## src/rtl/formation_pkg.sv

```systemverilog
// Shared definitions for the invader formation controller.
//   state_e   : controller state (IDLE / MARCH / DONE)
//   COORD_W   : width of all screen coordinates and position arithmetic
//   SCREEN_*  : default playfield limits
//   idx_w()   : bits needed to index n items (at least 1)
//   cnt_w()   : bits needed to count 0..n
package formation_pkg;

  typedef enum logic [1:0] {
    IDLE  = 2'd0,
    MARCH = 2'd1,
    DONE  = 2'd2
  } state_e;

  localparam int COORD_W      = 11;
  localparam int SCREEN_L_DEF = 0;
  localparam int SCREEN_R_DEF = 640;
  localparam int BOTTOM_Y_DEF = 400;

  function automatic int idx_w(input int n);
    return (n > 1) ? $clog2(n) : 1;
  endfunction

  function automatic int cnt_w(input int n);
    return (n > 0) ? $clog2(n + 1) : 1;
  endfunction

endpackage

```

## src/rtl/formation_extent.sv

```systemverilog
// Combinational extent of the alive bitmap.
//   alive   : in  ROWS*COLS bitmap, bit index = row*COLS + col
//   lc / rc : out leftmost / rightmost column holding a live enemy
//   br      : out bottom-most row holding a live enemy
//   count   : out number of live enemies
//   col_has : out per-column "any enemy alive"
//   col_row : out per-column highest alive row (packed, col c at c*RW)
// Outputs are 0 when nothing is alive; callers qualify with count/col_has.
module formation_extent
  import formation_pkg::*;
#(
  parameter int ROWS = 3,
  parameter int COLS = 8
) (
  input  logic [ROWS*COLS-1:0]          alive,
  output logic [idx_w(COLS)-1:0]        lc,
  output logic [idx_w(COLS)-1:0]        rc,
  output logic [idx_w(ROWS)-1:0]        br,
  output logic [cnt_w(ROWS*COLS)-1:0]   count,
  output logic [COLS-1:0]               col_has,
  output logic [COLS*idx_w(ROWS)-1:0]   col_row
);

  localparam int N  = ROWS * COLS;
  localparam int RW = idx_w(ROWS);
  localparam int CW = idx_w(COLS);
  localparam int AW = cnt_w(N);

  logic [ROWS-1:0] row_has;

  for (genvar gi = 0; gi < ROWS; gi++) begin : g_row
    assign row_has[gi] = |alive[gi*COLS +: COLS];
  end

  // Rows are scanned upward so the last hit in a column is its lowest
  // on-screen (highest-numbered) live enemy.
  always_comb begin
    count   = '0;
    col_has = '0;
    col_row = '0;
    for (int r = 0; r < ROWS; r++) begin
      for (int c = 0; c < COLS; c++) begin
        if (alive[r*COLS + c]) begin
          count               = count + AW'(1);
          col_has[c]          = 1'b1;
          col_row[c*RW +: RW] = RW'(r);
        end
      end
    end
  end

  always_comb begin
    lc = '0;
    rc = '0;
    br = '0;
    for (int c = COLS - 1; c >= 0; c--) begin
      if (col_has[c]) lc = CW'(c);
    end
    for (int c = 0; c < COLS; c++) begin
      if (col_has[c]) rc = CW'(c);
    end
    for (int r = 0; r < ROWS; r++) begin
      if (row_has[r]) br = RW'(r);
    end
  end

endmodule

```

## src/rtl/enemy_formation_ctrl.sv

```systemverilog
// Invader formation controller: marches a ROWS x COLS grid sideways,
// descends and reverses at the screen edges, speeds up as enemies die,
// tracks the alive bitmap, reports wave cleared / invaded and picks the
// enemy that fires for a requested column.
//   clk, reset       : clock, synchronous active-high reset
//   start            : begin / restart a wave (ignored while marching)
//   kill_valid/_idx  : enemy kill report, idx = row*COLS + col
//   shoot_req/_col   : shooter request for one column
//   alive            : alive bitmap
//   origin_x/_y      : formation top-left corner
//   direction        : 0 = moving right, 1 = moving left
//   step_pulse       : high in the cycle a move/descent is taken
//   alive_count      : number of live enemies
//   cleared/invaded  : wave won / formation reached the invasion line
//   shoot_ack        : one cycle after shoot_req
//   shooter_valid/idx: lowest live enemy in the requested column
module enemy_formation_ctrl
  import formation_pkg::*;
#(
  parameter int ROWS     = 3,
  parameter int COLS     = 8,
  parameter int X0       = 150,
  parameter int Y0       = 40,
  parameter int DX       = 60,
  parameter int DY       = 50,
  parameter int ENEMY_W  = 40,
  parameter int ENEMY_H  = 30,
  parameter int STEP_X   = 20,
  parameter int STEP_Y   = 25,
  parameter int SCREEN_L = SCREEN_L_DEF,
  parameter int SCREEN_R = SCREEN_R_DEF,
  parameter int BOTTOM_Y = BOTTOM_Y_DEF,
  parameter int TICK_MIN = 2000000,
  parameter int TICK_PER = 500000
) (
  input  logic                             clk,
  input  logic                             reset,
  input  logic                             start,
  input  logic                             kill_valid,
  input  logic [idx_w(ROWS*COLS)-1:0]      kill_idx,
  input  logic                             shoot_req,
  input  logic [idx_w(COLS)-1:0]           shoot_col,
  output logic [ROWS*COLS-1:0]             alive,
  output logic [COORD_W-1:0]               origin_x,
  output logic [COORD_W-1:0]               origin_y,
  output logic                             direction,
  output logic                             step_pulse,
  output logic [cnt_w(ROWS*COLS)-1:0]      alive_count,
  output logic                             cleared,
  output logic                             invaded,
  output logic                             shoot_ack,
  output logic                             shooter_valid,
  output logic [idx_w(ROWS*COLS)-1:0]      shooter_idx
);

  localparam int N  = ROWS * COLS;
  localparam int IW = idx_w(N);
  localparam int CW = idx_w(COLS);
  localparam int RW = idx_w(ROWS);
  localparam int AW = cnt_w(N);
  localparam int TW = cnt_w(TICK_MIN + N * TICK_PER);

  localparam logic [COORD_W-1:0] X0_C  = COORD_W'(X0);
  localparam logic [COORD_W-1:0] Y0_C  = COORD_W'(Y0);
  localparam logic [COORD_W-1:0] DX_C  = COORD_W'(DX);
  localparam logic [COORD_W-1:0] DY_C  = COORD_W'(DY);
  localparam logic [COORD_W-1:0] W_C   = COORD_W'(ENEMY_W);
  localparam logic [COORD_W-1:0] H_C   = COORD_W'(ENEMY_H);
  localparam logic [COORD_W-1:0] SX_C  = COORD_W'(STEP_X);
  localparam logic [COORD_W-1:0] SY_C  = COORD_W'(STEP_Y);
  localparam logic [COORD_W-1:0] SL_C  = COORD_W'(SCREEN_L);
  localparam logic [COORD_W-1:0] SR_C  = COORD_W'(SCREEN_R);
  localparam logic [COORD_W-1:0] BOT_C = COORD_W'(BOTTOM_Y);

  // The starting formation must fit on screen.
  if (X0 + (COLS - 1) * DX + ENEMY_W > SCREEN_R) begin : g_bad_geometry
    $error("formation does not fit: X0+(COLS-1)*DX+ENEMY_W exceeds SCREEN_R");
  end

  state_e             state_q, state_d;
  logic [N-1:0]       alive_q, alive_d;
  logic [COORD_W-1:0] ox_q, ox_d, oy_q, oy_d;
  logic               dir_q, dir_d;
  logic [TW-1:0]      cnt_q, cnt_d;
  logic               cleared_q, cleared_d, invaded_q, invaded_d;
  logic               ack_q, ack_d, req_ok_q, req_ok_d;
  logic [CW-1:0]      col_q, col_d;

  logic [CW-1:0]      lc, rc;
  logic [RW-1:0]      br;
  logic [AW-1:0]      alive_cnt;
  logic [COLS-1:0]    col_has;
  logic [COLS*RW-1:0] col_row;

  logic [N-1:0]       kill_mask;
  logic [TW-1:0]      period;
  logic [COORD_W-1:0] right_edge, left_edge, bottom_edge;
  logic               tick;
  logic               sel_has;
  logic [RW-1:0]      sel_row;

  formation_extent #(.ROWS(ROWS), .COLS(COLS)) u_extent (
    .alive   (alive_q),
    .lc      (lc),
    .rc      (rc),
    .br      (br),
    .count   (alive_cnt),
    .col_has (col_has),
    .col_row (col_row)
  );

  // Out-of-range indices match no bit; already-dead bits stay dead.
  always_comb begin
    kill_mask = '0;
    for (int i = 0; i < N; i++) begin
      if (kill_valid && (kill_idx == IW'(i))) kill_mask[i] = 1'b1;
    end
  end

  // Left test is written as a sum so the unsigned compare never wraps.
  always_comb begin
    period      = TW'(TICK_MIN) + TW'(alive_cnt) * TW'(TICK_PER);
    right_edge  = ox_q + SX_C + COORD_W'(rc) * DX_C + W_C;
    left_edge   = ox_q + COORD_W'(lc) * DX_C;
    bottom_edge = oy_q + COORD_W'(br) * DY_C + H_C;
  end

  always_comb begin
    state_d   = state_q;
    alive_d   = alive_q;
    ox_d      = ox_q;
    oy_d      = oy_q;
    dir_d     = dir_q;
    cnt_d     = cnt_q;
    cleared_d = cleared_q;
    invaded_d = invaded_q;
    ack_d     = shoot_req;
    col_d     = shoot_req ? shoot_col : col_q;
    req_ok_d  = shoot_req && (state_q == MARCH);
    tick      = 1'b0;
    case (state_q)
      MARCH: begin
        cnt_d   = cnt_q + TW'(1);
        alive_d = alive_q & ~kill_mask;
        if (alive_cnt == '0) begin
          state_d   = DONE;
          cleared_d = 1'b1;
        end else if (bottom_edge >= BOT_C) begin
          state_d   = DONE;
          invaded_d = 1'b1;
        end else if (cnt_q >= period - TW'(1)) begin
          // ">=" keeps ticking correctly when kills shrink the period mid-count.
          tick  = 1'b1;
          cnt_d = '0;
          if ((!dir_q && (right_edge > SR_C)) || (dir_q && (left_edge < SL_C + SX_C))) begin
            oy_d  = oy_q + SY_C;
            dir_d = ~dir_q;
          end else if (!dir_q) begin
            ox_d = ox_q + SX_C;
          end else begin
            ox_d = ox_q - SX_C;
          end
        end
      end
      default: begin
        if (start) begin
          state_d   = MARCH;
          alive_d   = '1;
          ox_d      = X0_C;
          oy_d      = Y0_C;
          dir_d     = 1'b0;
          cnt_d     = '0;
          cleared_d = 1'b0;
          invaded_d = 1'b0;
        end
      end
    endcase
  end

  always_ff @(posedge clk) begin
    if (reset) begin
      state_q   <= IDLE;
      alive_q   <= '1;
      ox_q      <= X0_C;
      oy_q      <= Y0_C;
      dir_q     <= 1'b0;
      cnt_q     <= '0;
      cleared_q <= 1'b0;
      invaded_q <= 1'b0;
      ack_q     <= 1'b0;
      req_ok_q  <= 1'b0;
      col_q     <= '0;
    end else begin
      state_q   <= state_d;
      alive_q   <= alive_d;
      ox_q      <= ox_d;
      oy_q      <= oy_d;
      dir_q     <= dir_d;
      cnt_q     <= cnt_d;
      cleared_q <= cleared_d;
      invaded_q <= invaded_d;
      ack_q     <= ack_d;
      req_ok_q  <= req_ok_d;
      col_q     <= col_d;
    end
  end

  always_comb begin
    sel_has = 1'b0;
    sel_row = '0;
    for (int c = 0; c < COLS; c++) begin
      if (col_q == CW'(c)) begin
        sel_has = col_has[c];
        sel_row = col_row[c*RW +: RW];
      end
    end
  end

  assign shooter_valid = ack_q & req_ok_q & sel_has;
  assign shooter_idx   = shooter_valid ? (IW'(sel_row) * IW'(COLS) + IW'(col_q)) : '0;
  assign shoot_ack     = ack_q;
  assign alive         = alive_q;
  assign origin_x      = ox_q;
  assign origin_y      = oy_q;
  assign direction     = dir_q;
  assign step_pulse    = tick;
  assign alive_count   = alive_cnt;
  assign cleared       = cleared_q;
  assign invaded       = invaded_q;

endmodule

```

## config.mk

```make
export PLATFORM = sky130hd
export DESIGN_NAME = enemy_formation_ctrl
export DESIGN_NICKNAME = d
export VERILOG_FILES = /design/src/rtl/formation_pkg.sv /design/src/rtl/formation_extent.sv /design/src/rtl/enemy_formation_ctrl.sv
export SDC_FILE = /design/constraint.sdc
export NUM_CORES = 1
export LEC_CHECK = 0
export ABC_CLOCK_PERIOD_IN_PS = 20700
export BUFFER_PORTS_ARGS = -buffer_cell sky130_fd_sc_hd__buf_2
export CAP_MARGIN = 20
export CORE_ASPECT_RATIO = 1.4
export CORE_UTILIZATION = 45
export CTS_CLUSTER_SIZE = 25
export DETAILED_ROUTE_END_ITERATION = 8
export GPL_TIMING_DRIVEN = 0
export HOLD_SLACK_MARGIN = 0.1
export SLEW_MARGIN = 25
export SYNTH_ARGS = -nofsm -noshare
export SYNTH_HDL_FRONTEND = slang
export SYNTH_SLANG_ARGS = --single-unit
```

## constraint.sdc

```tcl
create_clock -name clk -period 20.7 [get_ports clk]
set_input_delay 1.035 -clock clk [delete_from_list [all_inputs] [get_ports clk]]
set_output_delay 1.035 -clock clk [all_outputs]
set_load 0.01 [all_outputs]
```

==> results of run 1 <==
state kept, by name (all words and copies together), names as in the netlist:
signal	flops
alive	24
direction	1
shoot_ack	1
invaded	1
req_ok_q	1
cnt_q	24
origin_x	10
state_q	2
col_q	3
origin_y	11
cleared	1
cell usage in the layout (no fill, tap or decap), types with 7 or more instances in the layout:
cell	n
buf_4	28
o21ai_0	58
nor4_1	8
nor2_1	100
mux2i_1	17
o31ai_1	9
a21oi_1	100
xor2_1	45
nand2_1	102
nor3b_1	20
nand3b_1	7
a21o_1	24
xnor3_1	7
xnor2_1	68
clkbuf_16	9
nor3_1	25
dfxtp_1	77
a31oi_1	16
fa_1	13
and2_1	15
inv_1	78
nor2b_1	16
nand3_1	34
ha_4	7
and3_1	25
a22oi_1	11
ha_1	115
nand2b_1	12
buf_2	85
nand4_1	7
xnor2_2	13
clkbuf_1	43
or3_1	15
per-layer routing:
layer  global-route usage [%]  share of wire [%]  vias up
met1                     28.4                 42     4562
met3                     2.73                3.2       51
li1                         -                  -     4807
met4                     9.91                3.5        0
met5                        0                  0        -
met2                     43.1                 51      196
layout make-up:
class / count / area [um2]
antenna: 1 / 2.50
buffer: 63 / 272
clock buffer: 9 / 225
clock inverter: 7 / 126
fill: 2230 / 10500
inverter: 82 / 327
multi-input combinational: 1060 / 8420
sequential: 79 / 1590
tap: 301 / 377
timing repair buffer: 99 / 561
kinds of logic (layout without fill, tap and decap cells):
family / after synthesis / count (layout) / share of synthesized area (%)
xor gates and xnor gates: 149 / 149 / 16.4
other: 1 / 3 / 0.0366
AOI/OAI and AO/OA: 318 / 318 / 20.4
adders and majority gates: 138 / 138 / 17.8
and+or+nand+nor: 427 / 427 / 21.5
buffers and inverters: 145 / 260 / 5.70
DFF: 79 / 79 / 15.4
muxes: 26 / 26 / 2.85
synth_stat cells, drive strengths merged (5+ instances only):
| cell | count | area, um2 |
|---|---|---|
| clkbuf | 44 | 166 |
| xnor2 | 87 | 950 |
| a21o | 24 | 180 |
| o211ai | 8 | 70.1 |
| o31ai | 11 | 82.6 |
| or2 | 5 | 31.3 |
| nand4b | 5 | 43.8 |
| fa | 13 | 260 |
| nand3 | 35 | 180 |
| and2 | 15 | 93.8 |
| nand4 | 7 | 43.8 |
| o21ai | 66 | 345 |
| nor4b | 9 | 85.1 |
| nor4 | 11 | 68.8 |
| o22ai | 6 | 37.5 |
| ha | 124 | 1550 |
| inv | 81 | 307 |
| or4 | 5 | 37.5 |
| nand2b | 12 | 75.1 |
| and3 | 25 | 156 |
| nor3 | 26 | 135 |
| nor2 | 100 | 375 |
| mux2 | 6 | 67.6 |
| xor2 | 52 | 504 |
| a211oi | 6 | 50.1 |
| a22oi | 11 | 82.6 |
| nand2 | 104 | 393 |
| o31a | 6 | 52.6 |
| nor2b | 19 | 119 |
| buf | 19 | 103 |
| mux2i | 18 | 180 |
| a21oi | 103 | 519 |
| or3 | 15 | 93.8 |
| o21bai | 6 | 45.0 |
| a311oi | 6 | 52.6 |
| a31oi | 17 | 106 |
| xnor3 | 10 | 229 |
| dfxtp | 79 | 1580 |
| o21a | 5 | 37.5 |
| nor3b | 21 | 163 |
| nand3b | 7 | 52.6 |
timing repair:
item                       in CTS  in global routing
setup buffers                   8                 18
setup endpoints to repair      44                 46
gates resized for setup        20                 38
pin swaps                       5                 21
critical path: cells and delay by family (launching register included):
kind,cells,cell delay (ps)
mux,4,960
simple gates,25,2720
xor+xnor,3,490
buf+inv,11,1280
compound gates,26,4530
fa+ha+maj,27,8000
flops,1,370
final timing paths:
path	endpoint	cells after the start	slack, ps	from
max	step_pulse	96	960	alive[0]
min	invaded	2	460	invaded
max reg2reg	origin_y[9]	100	1130	alive[0]
min reg2reg	invaded	2	460	invaded
metrics by stage:
| step | setup slack, ps | util, % |
|---|---|---|
| after floorplan | 1830 | - |
| after global placement | -341 | 49.0 |
| after detailed placement | -535 | 49.1 |
| after CTS | 44.4 | 51.4 |
| after global routing | -70.1 | 53.0 |
| final | 962 | 53.0 |
==> summary.txt, run 1 <==
CP Capture Type = output pin
Worst-Margin Slew = 1080 ps
Via density = 5.65
#FFs+latches synth = 79
Die X = 130 um
Die H = 181 um
# rows = 65
Maximum clock rate = 50.7 MHz
Setup CP Type = reg -> out
Wirelength per Cell = 16.4 um
Core area = 22400 um2
Post-synth design cell area = 10300 um2
Iter 0 DRT Violations = 408
WHS = 461 ps
Max Clock Skew = 9.18 ps
Max-slew violation count = 0
DP Area = 11000 um2
Root Buffer Master = clkbuf_16
Initial antenna violation count = 1
Final worst path period need = 19740 ps
Final period utilization = 95.4%
CP startpoint kind = flip-flop
Max stage delay on crit path = 540 ps
Cells after DPL = 1658
Vias in the first global route = 9027
Largest net degree at the start of global routing = 16
H-tree lvl count = 3
Most frequent cell on the critical path = ha_1
Grt total ovfl = 0
Sequential share of the synthesized area = 15.4%
DRC = 0
Number of buffers created by CTS = 9
# port buffers = 73
CTS clock-pin slew for the worst setup and hold paths = 60 ps
Initial Util = 45.7%
Post-Syn Area per Cell = 8.00 um2
Hold WC Path Type = reg -> reg
Crit path max-delay cell type = fa_1
Layout cells sized above 1 = 16.7%
Worst Path Required = 19670 ps
DRT Wirelength = 27.9 mm
Final Non-Filler Cells = 1701
Setup TNS = 0 ps
Top FF cell, synth = dfxtp_1
Gpl congestion = 0.868
Max Cap Viol = 0
GRT Util Overall = 24.0%
Warnings from Yosys = 0
Post-Synthesis Cells = 1283
Die area = 23400 um2
Nets@finish = 1544
Clock Sinks = 79
Dpl hpwl = 21.8 mm
Hold Violations, Final = 0
Count of different cell masters after synthesis = 95
CTS tree = yes
Synth-to-Final Area Change = 16.0%
Clock Path Buffers = 2
Vias after detailed routing = 9616
Post-CTS Hold Fix Bufs = 0
Final setup vio count = 0
EDFF count, synth = 0
First-pass GRT wire length = 44.6 mm
Critical path arrival = 18700 ps
Ports = 75
Clk_lat worst skew = 350 ps
CP max FO = 7
Drt first pass iters = 5
Synth async-reset ratio = 0%
Cell area after layout = 11900 um2
Status = finished clean
Final ANT Viol Nets = 0
Rel. slew slack = 27.6%
Power of run 1 is left out: the tool's default activity adds up to more than one toggle a clock period on the data nets, which glitch-free logic cannot reach.
==> inputs of run 2 (changes only) <==
Settings changed: GPL_TIMING_DRIVEN 0 to not set.
==> run 2 against run 1 <==
Non-clock buffer count decreased by 41. Utilization decreased by 1.2 points. Sequential share of layout area increased by 0.29 points. Hold slack got worse by 7.3 ps. Critical path depth decreased by 1. Register-to-register slack improved by 170 ps. Setup slack got worse by 30 ps. Flip-flop and latch count unchanged.
==> summary.txt, run 2 (synthesis gave the netlist of run 1 again) <==
Pre-CTS setup slack = -60.9 ps (+474 ps)
Ports = 75 (unchanged)
Metal1 wirelength = 11.8 mm (-0.59%)
Vias in the first global route = 8785 (-2.7%)
CTS tree = yes
Iter 0 DRT Violations = 436 (+6.9%)
Nets@finish = 1504 (-2.6%)
DRC = 0 (unchanged)
Filler cell count = 2201 (-1.3%)
Hold WC Path Type = reg -> reg
CP startpoint kind = flip-flop
GRT Util Overall = 23.5% (-0.47 points)
Antenna Cells = 0 (-1)
Layout cells sized above 1 = 17.0% (+0.36 points)
Top delay family on crit path = adder cells
Fin worst setup slack = 932 ps (-29.6 ps)
Most frequent cells in the layout = 117 x ha_1, 102 x nand2_1, 99 x nor2_1, 99 x a21oi_1, 79 x inv_1
Clk_lat worst skew = 350 ps (about the same)
Die area = 23400 um2 (unchanged)
WL met2 = 14.4 mm (+1.7%)
Wirelength per Cell = 16.6 um (+1.4%)
Worst r2r path cells = 97 (-3.0%)
Largest net degree at the start of global routing = 49 (+33)
Max Clock Skew = 9.85 ps (+0.667 ps)
H-tree lvl count = 3 (unchanged)
Die X = 130 um (unchanged)
CP max FO = 6 (-1)
Setup CP Type = reg -> out
CTS clock-pin slew for the worst setup and hold paths = 60 ps (about the same)
Metal3 WL = 848 um (-4.7%)
Dpl hpwl = 20.8 mm (-4.6%)
Final setup vio count = 0 (unchanged)
Vias after detailed routing = 9415 (-2.1%)
Max layer used = met4
First-pass GRT wire length = 43.8 mm (-1.7%)
Synth-to-Final Area Change = 13.2%
Core area = 22400 um2 (unchanged)
Most frequent cell on the critical path = ha_1
Critical path startpoint = alive[1]
Most common cell after layout, fill and taps aside = ha_1
Worst Path Required = 19670 ps (about the same)
Hold Violations, Final = 0 (unchanged)
Levels on crit path = 95 (-1.0%)
Final ANT Viol Nets = 0 (unchanged)
Max-slew violation count = 0 (unchanged)
Reg-to-reg endpoint = origin_y[9]
Max Cap Viol = 0 (unchanged)
DRT Wirelength = 27.6 mm (-1.1%)
Initial Util = 45.7% (unchanged)
CP endpoint = step_pulse
Reg-to-reg startpoint = alive[1]
Critical path arrival = 18730 ps (+30 ps)
Number of buffers created by CTS = 9 (unchanged)
Clock Path Buffers = 2 (unchanged)
Root Buffer Master = clkbuf_16
Grt total ovfl = 0 (unchanged)
# rows = 65 (unchanged)
Maximum clock rate = 50.6 MHz (-0.15%)
CP Capture Type = output pin
Reg2Reg Setup Slack = 1300 ps (+170 ps)
Initial antenna violation count = 0 (-1)
Final worst path period need = 19770 ps (+29.6 ps)
Worst-Margin Slew = 1020 ps (-67.1 ps)
Final period utilization = 95.5% (+0.14 points)
Die H = 181 um (unchanged)
Max stage delay on crit path = 550 ps (about the same)
Status = finished clean
CP bufs+invs = 10 (-1)
Clock Sinks = 79 (unchanged)
Drt first pass iters = 4 (-1)
Rel. slew slack = 32.1% (+4.5 points)
Crit path max-delay cell type = fa_1
Gpl congestion = 0.890 (+2.6%)
Via density = 5.68 (+0.39%)
# port buffers = 73 (unchanged)
-- run 2: cell count changes in the layout (fill, tap and decap cells not counted), sizes merged --
cell / before / now
clkinvlp: 1 / 2
clkbuf: 54 / 9
diode: 1 / 0
buf: 117 / 121
clkinv: 1 / 5
bufinv: 4 / 0
inv: 83 / 82
-- run 2: layout make-up --
type                            instances  area [um2]  share of cell area, %
Multi-Input combinational cell       1060        8340                   71.8
Clock inverter                          6        46.3                  0.398
Clock buffer                            9         225                   1.94
Tap cell                              301         377                   3.24
Timing Repair inverter                  1        5.00                 0.0431
Inverter                               82         318                   2.74
Timing Repair Buffer                  121         726                   6.25
Sequential cell                        79        1590                   13.6
-- run 2: worst min path at each step --
| stage | startpoint | endpoint | slack, ps | cells after the start |
|---|---|---|---|---|
| global route | invaded | invaded | 480 | 2 |
| finish | invaded | invaded | 450 | 2 |
| detailed placement | invaded | invaded | 450 | 2 |
| CTS | invaded | invaded | 460 | 2 |
| global placement | invaded | invaded | 450 | 2 |
| floorplan | cnt_q[2] | cnt_q[2] | 450 | 2 |
-- run 2: through the flow --
stage	util [%]	hold slack [ps]	instance area [um2]	setup TNS (ps)	cells
after CTS	49.8	456	11200	0	1625
after global placement	48.2	445	10800	0	1607
after global routing	51.8	478	11600	-195	1659
after floorplan	-	448	10300	0	1284
after detailed placement	48.2	446	10800	-60.9	1607
final	51.8	454	11600	0	1659
-- run 2: tightest hold or removal path: stages, from the launching register on --
cell	delay, ps
dfxtp_1	300
nand2_1	50
a21oi_1	50
-- run 2: metal layers --
| layer | vias up | global-route usage, % |
|---|---|---|
| met2 | 180 | 43.0 |
| met4 | 0 | 6.93 |
| met5 | - | 0 |
| met1 | 4467 | 28.0 |
| met3 | 40 | 3.09 |
| li1 | 4728 | - |
-- run 2: what timing repair did --
action,in CTS,in global routing
setup buffers,3,33
gates resized for setup,8,39
pin swaps,3,23
cloned,0,1
hold buffers,0,0
setup endpoints to repair,2,46
Power of run 2 is left out for the same reason.
==> inputs of run 3 (changes only) <==
Settings changed: ABC_CLOCK_PERIOD_IN_PS 20700 to not set, SYNTH_HIERARCHICAL set to 1.
==> run 3 against run 2 <==
Count of clock-buffer cells in the layout is the same. Setup slack better by 1000 ps. Critical path type unchanged. Wire length fell by 3.3%. Utilization is 2.3 points lower. Maximum frequency increased by 5.5%. Global-route usage down 1.1 points. Synthesized area rose by 4.2%.
==> summary.txt, run 3 <==
Status = finished clean
Max Clock Skew = 6.55 ps (-3.30 ps)
Cells after DPL = 1653 (+2.9%)
Synth async-reset ratio = 0% (unchanged)
Synth area leader = ha_1
Dpl hpwl = 21.2 mm (+1.8%)
CP Capture Type = output pin
Synth-to-Final Area Change = 7.77%
DP Area = 11200 um2 (+3.4%)
Most frequent cells in the layout = 127 x ha_1, 121 x nand2_1, 108 x nor2_1
CP max FO = 10 (+4)
Final Non-Filler Cells = 1672 (+0.78%)
Rel. slew slack = 32.8% (+0.71 points)
Final period utilization = 90.5% (-5.0 points)
Reg2Reg Setup Slack = 2410 ps (+1110 ps)
#FFs+latches synth = 79 (unchanged)
Quantity of gates resized following cts = 0 (-8)
First-pass GRT wire length = 45.1 mm (+2.9%)
Max Cap Viol = 0 (unchanged)
Die H = 184 um (+2.0%)
Max stage delay on crit path = 710 ps (+160 ps)
Sequential share of the synthesized area = 14.8% (-0.62 points)
Net Count, Synth = 1488
Gpl congestion = 0.906 (+1.7%)
Final setup vio count = 0 (unchanged)
Max-slew violation count = 0 (unchanged)
Via density = 5.69 (+0.20%)
Worst-Margin Slew = 1010 ps (-8.41 ps)
Largest net degree at the start of global routing = 35 (-29%)
Maximum clock rate = 53.4 MHz (+5.5%)
Setup TNS = 0 ps (unchanged)
Most frequent cell after synthesis = ha_1
Clock Path Buffers = 2 (unchanged)
CTS tree = yes
Wirelength per Cell = 16.0 um (-4.0%)
Vias in the first global route = 9214 (+4.9%)
Worst Path Required = 19670 ps (about the same)
Hold WC Path Type = reg -> reg
GRT Util Overall = 22.5% (-1.1 points)
Clock Sinks = 79 (unchanged)
Initial Util = 45.9% (+0.18 points)
Most common cell after layout, fill and taps aside = ha_1
DRC = 0 (unchanged)
Critical path arrival = 17700 ps (-1030 ps)
Postcts setup bufs = 0 (-3)
Ports = 75 (unchanged)
Nets@finish = 1513 (+0.60%)
Post-Synthesis Cells = 1333 (+3.9%)
CTS clock-pin slew for the worst setup and hold paths = 60 ps (about the same)
Synth top area share = 14.9% (-0.55 points)
Hold Violations, Final = 0 (unchanged)
Layout cells sized above 1 = 11.8% (-5.2 points)
CP startpoint kind = flip-flop
Most frequent cell on the critical path = ha_1
Warnings from Yosys = 6 (+6)
Filler cell count = 2350 (+6.8%)
Commonest cells in the netlist = 127 x ha_1, 121 x nand2_1, 108 x nor2_1
FF+latch area = 1580 um2 (-0.24%)
Grt total ovfl = 0 (unchanged)
Vias after detailed routing = 9508 (+0.99%)
Setup CP Type = reg -> out
Iter 0 DRT Violations = 465 (+6.7%)
Drt first pass iters = 5 (+1)
Final worst path period need = 18730 ps (-1030 ps)
Unrepaired setup endpoints after global routing = false
WHS = 503 ps (+49.2 ps)
Core area = 23300 um2 (+3.7%)
Count of different cell masters after synthesis = 92 (-3.2%)
Clk_lat worst skew = 340 ps (about the same)
Top FF cell, synth = dfxtp_1
H-tree lvl count = 3 (unchanged)
Number of buffers created by CTS = 9 (unchanged)
EDFF count, synth = 0 (unchanged)
Multi-input gate area = 8510 um2 (+2.0%)
# port buffers = 73 (unchanged)
Post-synth design cell area = 10700 um2 (+4.2%)
Die area = 24400 um2 (+4.1%)
Root Buffer Master = clkbuf_16
Initial antenna violation count = 3 (+3)
Area contributors post-synth = ha_1 15%, dfxtp_1 15%, xnor2_1 6.4%
Final ANT Viol Nets = 0 (unchanged)
Post-Syn Area per Cell = 8.02 um2 (+0.25%)
# rows = 66 (+1.5%)
Cell area after layout = 11500 um2 (-0.87%)
Post-CTS Hold Fix Bufs = 0 (unchanged)
Crit path max-delay cell type = xnor2_1
DRT Wirelength = 26.7 mm (-3.3%)
Die X = 132 um (+2.0%)
-- run 3: changes by cell type in the layout (fill, tap and decap cells not counted), sizes merged, moves of 17 or more --
cell and delta:
a21oi -36, buf -40, nand2 +19, nand3 +19
o21ai +17
-- run 3: per-stage QoR --
stage | setup slack [ps] | util (%)
floorplan | 3900 | -
global placement | 2890 | 48.1
detailed placement | 2420 | 48.1
CTS | 1980 | 49.4
global route | 263 | 49.4
finish | 1970 | 49.5
-- run 3: final timing paths --
path,startpoint,to,depth (start not counted)
worst max-delay path,alive[0],step_pulse,89
worst min register to register,state_q[0],state_q[0],2
worst min-delay path,state_q[0],state_q[0],2
worst max register to register,alive[0],origin_x[6],91
-- run 3: worst max-delay path, delay by kind of cell, from the launching register on --
family	cells	cell delay (ps)
AO/OA/AOI/OAI	20	2730
multiplexers	3	740
flip-flops	1	420
adder cells (fa/ha/maj)	16	5100
AND/OR/NAND/NOR	26	4030
buffers and inverters	7	690
XOR/XNOR	17	3670
-- run 3: final cells by class --
type | count | area share, %
Timing Repair Buffer | 81 | 3.69
Inverter | 80 | 2.61
Clock inverter | 7 | 0.761
Tap cell | 306 | 3.32
Multi-Input combinational cell | 1107 | 73.9
Sequential cell | 79 | 13.7
Antenna cell | 3 | 0.0652
Clock buffer | 9 | 1.96
-- run 3: cell families (layout without fill, tap and decap cells) --
family	Yosys count	count (layout)	share of synthesized area, %
simple gates	459	459	21.6
compound gates	313	313	19.5
xor+xnor	159	159	16.7
buf+inv	147	177	5.76
fa+ha+maj	142	142	17.7
flops	79	79	14.8
mux	33	33	3.89
other cells	1	4	0.0351
-- run 3: per-layer routing --
layer  track usage, %  routed length, um  part of all wire [%]
met1             26.4              11500                    43
met2             42.6              13700                    51
met3             3.14                972                   3.6
met4             5.43                479                   1.8
met5                0                  0                     0
Power of run 3 is left out for the same reason.
